## src/rtl/maindec_fsm.sv

```systemverilog
// Multicycle MIPS main-control FSM: decodes state and opcode into datapath
// strobes, mux selects and the 2-bit alu_op for the ALU decoder.
module maindec_fsm #(
    parameter int N = 32
) (
    input  logic       clk,
    input  logic       rst_n,
    input  logic [5:0] op,
    input  logic       mem_ready,
    output logic       pc_write,
    output logic       branch,
    output logic       iord,
    output logic       mem_write,
    output logic       ir_write,
    output logic       reg_dst,
    output logic       mem_to_reg,
    output logic       reg_write,
    output logic       alu_src_a,
    output logic [1:0] alu_src_b,
    output logic [1:0] pc_src,
    output logic [1:0] alu_op,
    output logic       illegal_op,
    output logic [3:0] state
);

    // N only sizes the surrounding datapath; reject nonsensical values early.
    if (N < 1) begin : g_width_check
        $error("maindec_fsm: N must be positive");
    end

    typedef enum logic [3:0] {
        FETCH   = 4'd0,
        DECODE  = 4'd1,
        MEMADR  = 4'd2,
        MEMRD   = 4'd3,
        MEMWB   = 4'd4,
        MEMWR   = 4'd5,
        EXECUTE = 4'd6,
        ALUWB   = 4'd7,
        BRANCH  = 4'd8,
        ADDIEX  = 4'd9,
        ADDIWB  = 4'd10,
        JUMP    = 4'd11
    } state_t;

    localparam logic [5:0] OP_RTYPE = 6'b000000;
    localparam logic [5:0] OP_LW    = 6'b100011;
    localparam logic [5:0] OP_SW    = 6'b101011;
    localparam logic [5:0] OP_BEQ   = 6'b000100;
    localparam logic [5:0] OP_ADDI  = 6'b001000;
    localparam logic [5:0] OP_J     = 6'b000010;

    function automatic logic is_legal_op(input logic [5:0] opc);
        logic legal;
        case (opc)
            OP_RTYPE, OP_LW, OP_SW, OP_BEQ, OP_ADDI, OP_J: legal = 1'b1;
            default:                                        legal = 1'b0;
        endcase
        return legal;
    endfunction

    state_t     state_q, state_d;
    logic       pc_write_q, pc_write_d;
    logic       branch_q, branch_d;
    logic       iord_q, iord_d;
    logic       mem_write_q, mem_write_d;
    logic       reg_dst_q, reg_dst_d;
    logic       mem_to_reg_q, mem_to_reg_d;
    logic       reg_write_q, reg_write_d;
    logic       alu_src_a_q, alu_src_a_d;
    logic [1:0] alu_src_b_q, alu_src_b_d;
    logic [1:0] pc_src_q, pc_src_d;
    logic [1:0] alu_op_q, alu_op_d;
    logic       fetch_s;
    logic       decode_s;

    // Next-state selection from current state, opcode and memory handshake.
    always_comb begin
        state_d = FETCH;
        case (state_q)
            FETCH: begin
                if (mem_ready) state_d = DECODE;
                else           state_d = FETCH;
            end
            DECODE: begin
                case (op)
                    OP_LW, OP_SW: state_d = MEMADR;
                    OP_RTYPE:     state_d = EXECUTE;
                    OP_BEQ:       state_d = BRANCH;
                    OP_ADDI:      state_d = ADDIEX;
                    OP_J:         state_d = JUMP;
                    default:      state_d = FETCH;
                endcase
            end
            MEMADR: begin
                if (op == OP_SW)      state_d = MEMWR;
                else if (op == OP_LW) state_d = MEMRD;
                else                  state_d = FETCH;
            end
            MEMRD: begin
                if (mem_ready) state_d = MEMWB;
                else           state_d = MEMRD;
            end
            MEMWB:   state_d = FETCH;
            MEMWR: begin
                if (mem_ready) state_d = FETCH;
                else           state_d = MEMWR;
            end
            EXECUTE: state_d = ALUWB;
            ALUWB:   state_d = FETCH;
            BRANCH:  state_d = FETCH;
            ADDIEX:  state_d = ADDIWB;
            ADDIWB:  state_d = FETCH;
            JUMP:    state_d = FETCH;
            default: state_d = FETCH;
        endcase
    end

    // Moore outputs are decoded from the upcoming state so they register
    // alongside it and always match the state they belong to.
    always_comb begin
        pc_write_d   = 1'b0;
        branch_d     = 1'b0;
        iord_d       = 1'b0;
        mem_write_d  = 1'b0;
        reg_dst_d    = 1'b0;
        mem_to_reg_d = 1'b0;
        reg_write_d  = 1'b0;
        alu_src_a_d  = 1'b0;
        alu_src_b_d  = 2'b00;
        pc_src_d     = 2'b00;
        alu_op_d     = 2'b00;
        case (state_d)
            FETCH:   alu_src_b_d = 2'b01;
            DECODE:  alu_src_b_d = 2'b11;
            MEMADR: begin
                alu_src_a_d = 1'b1;
                alu_src_b_d = 2'b10;
            end
            MEMRD:   iord_d = 1'b1;
            MEMWB: begin
                mem_to_reg_d = 1'b1;
                reg_write_d  = 1'b1;
            end
            MEMWR: begin
                iord_d      = 1'b1;
                mem_write_d = 1'b1;
            end
            EXECUTE: begin
                alu_src_a_d = 1'b1;
                alu_op_d    = 2'b10;
            end
            ALUWB: begin
                reg_dst_d   = 1'b1;
                reg_write_d = 1'b1;
            end
            BRANCH: begin
                alu_src_a_d = 1'b1;
                alu_op_d    = 2'b01;
                pc_src_d    = 2'b01;
                branch_d    = 1'b1;
            end
            ADDIEX: begin
                alu_src_a_d = 1'b1;
                alu_src_b_d = 2'b10;
            end
            ADDIWB:  reg_write_d = 1'b1;
            JUMP: begin
                pc_src_d   = 2'b10;
                pc_write_d = 1'b1;
            end
            default: alu_src_b_d = 2'b00;
        endcase
    end

    // State and registered outputs; reset lands directly on the FETCH decode.
    always_ff @(posedge clk or negedge rst_n) begin
        if (!rst_n) begin
            state_q      <= FETCH;
            pc_write_q   <= 1'b0;
            branch_q     <= 1'b0;
            iord_q       <= 1'b0;
            mem_write_q  <= 1'b0;
            reg_dst_q    <= 1'b0;
            mem_to_reg_q <= 1'b0;
            reg_write_q  <= 1'b0;
            alu_src_a_q  <= 1'b0;
            alu_src_b_q  <= 2'b01;
            pc_src_q     <= 2'b00;
            alu_op_q     <= 2'b00;
        end else begin
            state_q      <= state_d;
            pc_write_q   <= pc_write_d;
            branch_q     <= branch_d;
            iord_q       <= iord_d;
            mem_write_q  <= mem_write_d;
            reg_dst_q    <= reg_dst_d;
            mem_to_reg_q <= mem_to_reg_d;
            reg_write_q  <= reg_write_d;
            alu_src_a_q  <= alu_src_a_d;
            alu_src_b_q  <= alu_src_b_d;
            pc_src_q     <= pc_src_d;
            alu_op_q     <= alu_op_d;
        end
    end

    // The fetch strobes follow the handshake so a stalled fetch loads nothing.
    assign fetch_s    = (state_q == FETCH);
    assign decode_s   = (state_q == DECODE);
    assign ir_write   = fetch_s & mem_ready;
    assign pc_write   = pc_write_q | (fetch_s & mem_ready);
    assign illegal_op = decode_s & ~is_legal_op(op);

    assign branch     = branch_q;
    assign iord       = iord_q;
    assign mem_write  = mem_write_q;
    assign reg_dst    = reg_dst_q;
    assign mem_to_reg = mem_to_reg_q;
    assign reg_write  = reg_write_q;
    assign alu_src_a  = alu_src_a_q;
    assign alu_src_b  = alu_src_b_q;
    assign pc_src     = pc_src_q;
    assign alu_op     = alu_op_q;
    assign state      = state_q;

endmodule

```

## config.mk

```make
export PLATFORM = sky130hd
export DESIGN_NAME = maindec_fsm
export DESIGN_NICKNAME = d
export VERILOG_FILES = /design/src/rtl/maindec_fsm.sv
export SDC_FILE = /design/constraint.sdc
export NUM_CORES = 1
export LEC_CHECK = 0
export ABC_AREA = 0
export CORE_UTILIZATION = 59
export DETAILED_ROUTE_END_ITERATION = 8
export DONT_BUFFER_PORTS = 1
export PLACE_DENSITY = 0.76
export SLEW_MARGIN = 20
export SYNTH_ARGS = -nofsm -noshare
export SYNTH_HDL_FRONTEND = slang
export SYNTH_SLANG_ARGS = --single-unit
```

## constraint.sdc

```tcl
create_clock -name clk -period 2.4 [get_ports clk]
set_input_delay 0.24 -clock clk [delete_from_list [all_inputs] [get_ports clk]]
set_output_delay 0.24 -clock clk [all_outputs]
set_load 0.02 [all_outputs]
```

; ---- Yosys cells after proc, flatten, opt, wreduce, memory -nomap -nowiden
; Cells that the tools add are included.
[word_totals]
reg_bits = 18
input_bits = 9
wordCells = 66
[op_classes]
n_eq_ne = 22
mux = 19
bitwise_logic = 4
reduce_logical = 9
[ops]
columns = op, n
row1 = one-hot mux 4 bit (7 select lines), 1
row2 = "equality test 4 x 3 -> 1 bit, second input constant", 6
row3 = "equality test 4 bit, second input constant", 5
row4 = one-hot mux 4 bit (5 select lines), 1
row5 = "equality test 4 x 2 -> 1 bit, second input constant", 4
row6 = "equality test 6 bit, second input constant", 2
row7 = 2-to-1 mux 1 bit, 10
row8 = 2-to-1 mux 3 bit, 3
row9 = "equality test 4 x 1 -> 1 bit, second input constant", 2
row10 = zero test 4 bit, 2
row11 = one-hot mux 2 bit (2 select lines), 2
row12 = "equality test 6 x 2 -> 1 bit, second input constant", 1
row13 = "equality test 6 x 3 -> 1 bit, second input constant", 1
row14 = "equality test 6 x 4 -> 1 bit, second input constant", 1
row15 = zero test 6 bit, 1
row16 = one-hot mux 2 bit (3 select lines), 1
row17 = OR reduction 2 bit, 3
row18 = OR reduction 6 bit, 1
row19 = OR reduction 4 bit, 1
row20 = OR reduction 3 bit, 1
row21 = AND 1 bit, 2
row22 = 2-to-1 mux 2 bit, 1
row23 = NOT 1 bit, 1
row24 = OR 1 bit, 1

; ---- Depth between registers and ports, before layout
; Gate-level depths: netlist (run 1).
[logic_depth]
ltp_word = 7
depth_mapped = 6
ltp_nobuf = 5

; ---- Worst setup path before layout (run 1)
; No wires, ideal clock.
[synth_path]
kind = flip-flop to flip-flop
from = register state_q[0] (netlist: state[0])
to = register alu_src_a_q (netlist: alu_src_a)
arrival_ns = 2.090
slack_ns = 0.218
path_stages_with_launch = 7
path_buffers = 1
synth_period_minus_slack_ns = 2.182
path_cell_list = dfrtp_1 > buf_6 > or4b_4 > or3_4 > a21o_1 > a211o_1 > o221ai_1
[synth_between]
elab_chain_cells = 5
elab_cells_between_ends = 14
classes_between = eq/ne (10) / mux (2) / reduce/logical (2)
[synth_rtl]
columns = item, line
row1 = "start, declared", 62  ; state_t state_q, state_d;
row2 = "start signal, assigned", 192  ; state_q <= state_d;
row3 = equality test 4 bit (tied with other cells), 80  ; case (state_q)
row4 = one-hot mux 4 bit (7 select lines) *, 80
row5 = equality test 4 bit (tied with other cells), 133  ; case (state_d)
row6 = OR reduction 4 bit (no source line) *, -
row7 = 2-to-1 mux 1 bit *, 133
row8 = via alu_src_a_d, 70  ; logic alu_src_a_q, alu_src_a_d;
row9 = "end signal, assigned", 200  ; alu_src_a_q <= alu_src_a_d;
row10 = "end, declared", 70
; Mark *: on every way through the listed nets, which the timed path passes. The rest lies on a longest branch.

; ---- Worst setup path after layout (run 1)
[layout_path]
from = register state_q[1] (netlist: state[1])
to = register alu_src_a_q (netlist: alu_src_a)
; The elaborated chain is that of the path after synthesis.

==> results of run 1 <==
[cell type report]
type,instances,share of cell area (%)
flip-flops and latches,16,43.67
multi-input cells,59,43.13
repair buffers,7,5.986
clock buffers,4,3.946
well taps,15,2.041
inverters,3,1.224
[per-stage QoR]
stage	setup WS (ns)	power [mW]
4_1_cts	0.2578	0.6092
2_1_floorplan	0.2185	0.4087
3_3_place_gp	0.3445	0.4270
5_1_grt	0.2050	0.6371
3_5_place_dp	0.2759	0.4296
6_report	0.2434	0.6034
[worst min-delay path by stage]
| stage | from | end | slack, ns | cells after the start |
|---|---|---|---|---|
| final | op[2] | alu_op[1] | 0.05 | 1 |
| after detailed placement | rst_n | reg_dst | -0.06 | 0 |
| after global routing | op[2] | alu_op[1] | 0.03 | 1 |
| after CTS | op[2] | alu_op[1] | 0.04 | 1 |
| after floorplan | rst_n | alu_op[0] | -0.06 | 0 |
| after global placement | rst_n | reg_dst | -0.06 | 0 |
[metal layers]
metal / share of wire, % / wire (um)
met4: 1.6 / 27
met3: 8.7 / 150
met5: 0 / 0
met2: 44 / 762
met1: 45 / 777
[critical path, delay by kind of cell (launching register included)]
kind,cells,cell delay [ns]
AO/OA/AOI/OAI,3,0.74
flip-flops,1,0.39
AND/OR/NAND/NOR,2,0.94
[power breakdown]
part / internal, mW / switching, mW / total [mW]
registers: 0.285 / 0.0202 / 0.305
logic: 0.0499 / 0.0761 / 0.126
clock network: 0.0924 / 0.0800 / 0.172
[Yosys cell counts (2+ instances only)]
| master | instances | share of area (%) |
|---|---|---|
| or3_1 | 2 | 1.5 |
| nor2b_1 | 2 | 1.5 |
| nor3_1 | 3 | 1.8 |
| inv_1 | 3 | 1.3 |
| nor2_1 | 4 | 1.8 |
| buf_4 | 2 | 1.8 |
| a21oi_1 | 3 | 1.8 |
| o21ai_0 | 3 | 1.8 |
| xor2_1 | 3 | 3.1 |
| nand2b_1 | 5 | 3.7 |
| nor4_1 | 2 | 1.5 |
| o21a_1 | 2 | 1.8 |
| dfrtp_1 | 15 | 44 |
| or2_2 | 2 | 1.5 |
| nand3b_1 | 2 | 1.8 |
| clkbuf_1 | 3 | 1.3 |
| nand3_1 | 3 | 1.8 |
| nand2_1 | 3 | 1.3 |
[kinds of logic after synthesis]
family / Yosys count
simple gates: 36
compound gates: 19
flops: 16
buf+inv: 9
xor+xnor: 3
fa+ha+maj: 1
==> metrics.yaml, run 1 <==
relSlewSlack_pct: 52.08
synth_area_um2: 847.1
fin_crit_sh_pct: 89.86
port_buffers: 0
worst_ep_arrival_time_ns: 2.36
fillers: 97
firstDrtPassIters: 4
cts_buffers: 3
layout-drive-gt1-share_pct: 16.85
grt_pass1_wl_um: 2497
cts_resized: 0
ios: 29
period_minus_slack_ns: 2.157
cts.htree.levels: 1
cp-end-kind: "flip-flop"
synth_adder_area_share_pct: 1.182
async_reset_ff_share_pct: 100.0
top_usage_layer: "met2"
worstSetupEndpoint: "alu_src_a"
syn-instance-count: 84
path_max_fanout: 7
seqCellArea_um2: 401.6
drc: 0
antenna_found_initial: 0
vias_per_cell: 6.240
reg2reg_from: "state[1]"
outcome: "finished, final reports clean"
final_hold_viol_count: 0
design.final.nets: 99
wl_um: 1716
core.rowCount: 13
synth_top_family_by_area: "simple AND/OR/NAND/NOR gates"
leakage_nw: 0.4060
peakVddDrop_mv: 0.4123
ff2ff_path_depth: 5
crit_start: "state[1]"
place_congestion: 0.8334
r2r_end: "alu_src_a"
fin_area_um2: 919.6
synth-edff-count: 0
syn_avg_cell_area_um2: 10.08
wl_per_cell_um: 16.50
postPlaceCellArea_um2: 873.3
pwr_density_cell_nw_per_um2: 656.1
dp_cells: 99
synth_compound_area_share_pct: 15.66
max_freq_ghz: 0.4637
synth-simple-area-share_pct: 26.88
hpwlAfterDp_um: 1265
min_path_type: "primary input to flip-flop"
whs_ns: 0.05204
die_w_um: 39.89
globalRouteMet2Util_pct: 35.89
path_cells: "or4b_4 > or3_4 > a21o_1 > a211o_1 > o221ai_1"
synth-seq-cells: 16
synthXorXnorAreaFrac_pct: 3.102
track_usage_pct: 24.73
final_core_util_pct: 69.80
synthMuxAreaShare_pct: 0
root_buffer: "clkbuf_4"
synth_ff_type: "dfrtp_1"
drv_slew: 0
synth_cell_types: 40
slowest_delay_ns: 0.55
overflow: 0
grt_pass1_vias: 565
antennaDiodeCount: 0
cts_tree: "built"
drtIter0Drc: 15
worstSetupPathType: "flip-flop to flip-flop"
finClkSkew_ns: 0.008096
clock_latency_ns: 0.29
num_vias: 649
post-cts-setup-buffers: 0
die_area_um2: 1591
area_growth_pct: 8.567
multiInputGateArea_um2: 396.6
largest_reg_flops: 4
mostFrequentLayoutCells: "dfrtp_1 (15), buf_4 (6), nand2b_1 (5)"
grt_max_degree: 17
use_met1_pct: 31.23
critical-path-slowest-cell: "or4b_4"
clock_path_buffers: 2
syn-num-nets: 93
met3_usage_pct: 11.93
setup_viol: 0
ys_seq_area_share_pct: 47.42
cp.required_ns: 2.60
ff2ff_setup_slack_ns: 0.24
startpoint_type: "flip-flop"
final_cells: 104
initial_utilization_pct: 64.29
dieHeight_um: 39.89
worstMarginPinSlew_ns: 0.7164
final_common_cell: "dfrtp_1"
cts_sinks: 16
setup_tns_ns: 0
clkTransAtPathRegs_ns: 0.09
cts_hold_repair.buffers: 1
coreArea_um2: 1318
rsz0062_at_grt: "false"
maxCapViolCount: 0
synth_warnings: 0
ant_nets: 0
Note: power is estimated with default switching activity, not from simulation.
==> run 2, diff against run 1 <==
==> constraint.sdc (replaced) <==
create_clock -name clk -period 2.4 [get_ports clk]
set_input_delay 0.48 -clock clk [delete_from_list [all_inputs] [get_ports clk]]
set_output_delay 0.48 -clock clk [all_outputs]
set_load 0.02 [all_outputs]
==> run 2 against run 1 <==
Via count up 3.5%. Global-route usage up 0.47 points. Die area unchanged. Flip-flop and latch count unchanged. Final cell count unchanged. Worst setup slack worse by 0.017 ns. Fmax down 0.77%. Clock power down 17%. Critical path type unchanged. Critical endpoint unchanged. Largest cell class unchanged. Largest power group unchanged.
==> metrics.yaml, run 2 (synthesized netlist as in run 1, its figures left out) <==
antenna_found_initial: 0  # unchanged
antennaDiodeCount: 0  # unchanged
final_cells: 104  # unchanged
pwr_density_cell_nw_per_um2: 629.4  # -4.1%
port_buffers: 0  # unchanged
outcome: "finished, final reports clean"
maxCapViolCount: 0  # unchanged
slowest_delay_ns: 0.55  # about the same
setup_viol: 0  # unchanged
core.rowCount: 13  # unchanged
period_minus_slack_ns: 2.173  # +0.01666 ns
grt_pass1_vias: 579  # +2.5%
ios: 29  # unchanged
place_congestion: 0.8153  # -2.2%
worst_slack_ns: 0.2267  # -0.01666 ns
mostFrequentLayoutCells: "dfrtp_1 (15), buf_4 (6), nand2b_1 (5)"
num_vias: 672  # +3.5%
rsz0062_at_grt: "false"
cts.htree.levels: 1  # unchanged
final_hold_viol_count: 0  # unchanged
grt_pass1_wl_um: 2566  # +2.8%
initial_utilization_pct: 64.29  # unchanged
dp_cells: 99  # unchanged
cts_hold_repair.buffers: 1  # unchanged
setup_tns_ns: 0  # unchanged
vias_per_cell: 6.462  # +3.5%
path_max_fanout: 7  # unchanged
root_buffer: "clkbuf_4"
layout-drive-gt1-share_pct: 15.73  # -1.1 points
min_path_type: "primary input to async pin"
coreArea_um2: 1318  # unchanged
overflow: 0  # unchanged
cts_buffers: 3  # unchanged
drc: 0  # unchanged
clock_latency_ns: 0.28  # about the same
cts_tree: "built"
wl_um: 1734  # +1.0%
max_freq_ghz: 0.4601  # -0.77%
hpwlAfterDp_um: 1271  # +0.50%
post-cts-setup-buffers: 0  # unchanged
worstMarginPinSlew_ns: 0.6894  # -0.02698 ns
dieHeight_um: 39.89  # unchanged
p_total_mw: 0.5725  # -5.1%
final_core_util_pct: 69.04  # -0.76 points
grt_max_degree: 16  # -1
clkTransAtPathRegs_ns: 0.08  # about the same
finClkSkew_ns: 0.01166  # +0.003561 ns
drtIter0Drc: 23  # +8
ant_nets: 0  # unchanged
crit_family: "simple AND/OR/NAND/NOR gates"
cp.required_ns: 2.58  # -0.02 ns
design.final.nets: 99  # unchanged
fin_crit_sh_pct: 90.55  # +0.69 points
cts_resized: 0  # unchanged
cts_sinks: 16  # unchanged
clock_path_buffers: 2  # unchanged
critPathBufInv: 0  # unchanged
track_usage_pct: 25.21  # +0.47 points
worstSetupPathType: "flip-flop to flip-flop"
area_growth_pct: 7.386
die_w_um: 39.89  # unchanged
dp_slack_ns: 0.2559  # -0.01998 ns
path_cells: "or4b_4 > or3_4 > a21o_1 > a211o_1 > o221ai_1"
drv_slew: 0  # unchanged
peakVddDrop_mv: 0.4106  # -0.42%
firstDrtPassIters: 4  # unchanged
critical-path-slowest-cell: "or4b_4"
worst_ep_arrival_time_ns: 2.36  # about the same
largest_reg_flops: 4  # unchanged
leakage_nw: 0.4000  # -1.5%
final_common_cell: "dfrtp_1"
startpoint_type: "flip-flop"
cp-end-kind: "flip-flop"
relSlewSlack_pct: 53.31  # +1.2 points
ff2ff_setup_slack_ns: 0.23  # -0.02 ns
crit_cells: 5  # unchanged
ff2ff_path_depth: 5  # unchanged
die_area_um2: 1591  # unchanged
wl_per_cell_um: 16.67  # +1.0%
==> run 2: cell counts in the layout (fill, tap and decap cells not counted) <==
No cell type changed its count.
==> run 2: through the flow <==
| stage | hold slack (ns) | cell area, um2 |
|---|---|---|
| floorplan | 0.1844 | 847.1 |
| global placement | 0.1847 | 873.3 |
| detailed placement | 0.1847 | 873.3 |
| CTS | 0.03914 | 909.6 |
| global route | 0.02561 | 909.6 |
| finish | 0.04226 | 909.6 |
==> run 2: report_power, final <==
| group | leakage, nW | switching, mW | internal, mW | total, mW |
|---|---|---|---|---|
| Combinational | 0.169 | 0.0754 | 0.0500 | 0.125 |
| Clock | 0.0150 | 0.0780 | 0.0643 | 0.142 |
| Sequential | 0.216 | 0.0200 | 0.285 | 0.305 |
==> run 2: per-layer routing <==
| layer | global-route usage (%) | wire [um] | part of all wire (%) | vias to the layer above |
|---|---|---|---|---|
| met5 | 0 | 0 | 0 | - |
| met4 | 0 | 0 | 0 | 0 |
| met3 | 9.091 | 183 | 11 | 0 |
| met2 | 38.71 | 804 | 46 | 41 |
| met1 | 35.44 | 746 | 43 | 315 |
| li1 | - | - | - | 316 |
==> run 2: final timing paths <==
path / end / startpoint
setup / recovery: alu_src_a / state[1]
hold / removal: alu_src_b[0] / rst_n
setup reg to reg: alu_src_a / state[1]
hold reg to reg: alu_op[1] / state[2]
max in group asynchronous: pc_src[1] / rst_n
min in group clk: alu_op[1] / op[2]
==> run 2: area by class of cell <==
class,instances,area [um2]
Inverter,3,11.26
Timing Repair Buffer,7,55.05
Clock buffer,4,26.28
Sequential cell,16,401.6
Fill cell,111,407.9
Multi-Input combinational cell,59,396.6
Tap cell,15,18.77
==> run 2: worst register-to-register path, cell delays in order (launching register included) <==
cell and delay (ns):
dfrtp_1 0.40, or4b_4 0.55, or3_4 0.39, a21o_1 0.24, a211o_1 0.33, o221ai_1 0.18
==> run 3, diff against run 2 <==
- SETUP_SLACK_MARGIN: unset -> 0.2
==> run 3 against run 2 <==
Wire length increased by 0.40%. Clock-buffer cell count unchanged. Global-route usage unchanged. Combinational power about the same. Critical path depth unchanged. Sequential power about the same. Final cell count unchanged. Core utilization increased by 1.0 points. First-iteration DRC count increased by 4.3%. Non-clock buffer count unchanged. Die area unchanged. Highest routed layer unchanged.
==> metrics.yaml, run 3 (synthesized netlist as in run 1, its figures left out) <==
num_vias: 666  # -0.89%
worst_ep_arrival_time_ns: 2.35  # about the same
post-cts-setup-buffers: 0  # unchanged
area_growth_pct: 9.010
vias_per_cell: 6.404  # -0.89%
p_switching_mw: 0.1747  # +0.75%
design.final.nets: 99  # unchanged
cts_sinks: 16  # unchanged
dieHeight_um: 39.89  # unchanged
worstMarginPinSlew_ns: 0.7378  # +0.04840 ns
place_congestion: 0.8153  # unchanged
final_common_cell: "dfrtp_1"
die_w_um: 39.89  # unchanged
core.rowCount: 13  # unchanged
maxCapViolCount: 0  # unchanged
clock_path_buffers: 2  # unchanged
hpwlAfterDp_um: 1271  # unchanged
cts_buffers: 3  # unchanged
fillers: 110  # -0.90%
cts.htree.levels: 1  # unchanged
ios: 29  # unchanged
antenna_found_initial: 0  # unchanged
largest_reg_flops: 4  # unchanged
drc: 0  # unchanged
clock_latency_ns: 0.28  # about the same
cts_tree: "built"
layout-drive-gt1-share_pct: 17.98  # +2.2 points
drv_slew: 0  # unchanged
ant_nets: 0  # unchanged
coreArea_um2: 1318  # unchanged
whs_ns: 0.04067  # -0.001589 ns
period_minus_slack_ns: 2.165  # -0.008760 ns
p_sw_share_pct: 30.41  # +0.12 points
seqPwrFrac_pct: 53.0  # -0.2 points
wl_um: 1741  # +0.40%
p_total_mw: 0.5746  # +0.37%
port_buffers: 0  # unchanged
worstSetupPathType: "flip-flop to flip-flop"
track_usage_pct: 25.21  # unchanged
mostFrequentLayoutCells: "dfrtp_1 (15), buf_4 (6), nand2b_1 (5)"
min_path_type: "primary input to async pin"
pwr_density_cell_nw_per_um2: 622.3  # -1.1%
path_max_fanout: 7  # unchanged
grt_pass1_vias: 579  # unchanged
peakVddDrop_mv: 0.4070  # -0.89%
final_cells: 104  # unchanged
firstDrtPassIters: 4  # unchanged
dp_cells: 99  # unchanged
startpoint_type: "flip-flop"
worst_slack_ns: 0.2355  # +0.008760 ns
power_frac_comb_pct: 22.2  # +0.3 points
max_freq_ghz: 0.4620  # +0.40%
root_buffer: "clkbuf_4"
leakage_nw: 0.4023  # +0.56%
outcome: "finished, final reports clean"
initial_utilization_pct: 64.29  # unchanged
fin_crit_sh_pct: 90.19  # -0.36 points
finClkSkew_ns: 0.01120  # -0.0004574 ns
final_hold_viol_count: 0  # unchanged
rsz0062_at_grt: "false"
grt_pass1_wl_um: 2566  # unchanged
cp.required_ns: 2.59  # about the same
p_int_mw: 0.3999  # +0.20%
final_core_util_pct: 70.09  # +1.0 points
die_area_um2: 1591  # unchanged
setup_viol: 0  # unchanged
postPlaceCellArea_um2: 873.3  # unchanged
dp_slack_ns: 0.2559  # unchanged
overflow: 0  # unchanged
p_clk_share_pct: 24.8  # about the same
clkTransAtPathRegs_ns: 0.08  # about the same
setup_tns_ns: 0  # unchanged
relSlewSlack_pct: 50.04  # -3.3 points
cp-end-kind: "flip-flop"
drtIter0Drc: 24  # +4.3%
fin_area_um2: 923.4  # +1.5%
grt_max_degree: 16  # unchanged
antennaDiodeCount: 0  # unchanged
wl_per_cell_um: 16.74  # +0.40%
-- run 3: cell counts in the layout (fill, tap and decap cells not counted) --
No cell type changed its count.
-- run 3: area by class of cell --
cell class / count / area [um2] / share of cell area (%)
flip-flops and latches: 16 / 401.6 / 43.50
repair buffers: 7 / 55.05 / 5.962
clock buffers: 4 / 26.28 / 2.846
multi-input cells: 59 / 410.4 / 44.44
inverters: 3 / 11.26 / 1.220
well taps: 15 / 18.77 / 2.033
-- run 3: worst paths after layout --
| check | from | endpoint | slack [ns] | cells past startpoint |
|---|---|---|---|---|
| worst max-delay path | state[1] | alu_src_a | 0.24 | 5 |
| worst min-delay path | rst_n | alu_src_b[0] | 0.04 | 0 |
| worst max register to register | state[1] | alu_src_a | 0.24 | 5 |
| worst min register to register | state[2] | alu_op[1] | 0.58 | 2 |
| max in group asynchronous | rst_n | pc_src[1] | 1.31 | 1 |
| min in group clk | op[2] | alu_op[1] | 0.29 | 1 |
-- run 3: critical path, stage by stage, from the launching register on --
cell and delay (ns):
dfrtp_1 0.39, or4b_4 0.55, or3_4 0.41, a21o_4 0.24
a211o_1 0.32, o221ai_2 0.18
-- run 3: power groups by stage --
stage | sequential [mW] | combinational, mW | clock (mW)
floorplan | 0.315 | 0.0939 | 0
global placement | 0.310 | 0.116 | 0
detailed placement | 0.310 | 0.119 | 0
CTS | 0.305 | 0.125 | 0.145
global route | 0.307 | 0.139 | 0.157
finish | 0.305 | 0.127 | 0.143
-- run 3: repair_timing --
item	4_1_cts	5_1_grt
setup endpoints to repair	0	1
endpoints found under the hold margin	15	0
hold buffers	1	0
gates resized for setup	0	2
-- run 3: metal layers --
layer,up-vias,wire length [um],track usage [%]
met3,0,138,9.091
li1,317,-,-
met1,316,786,35.44
met5,-,0,0
met2,33,816,38.71
met4,0,0,0
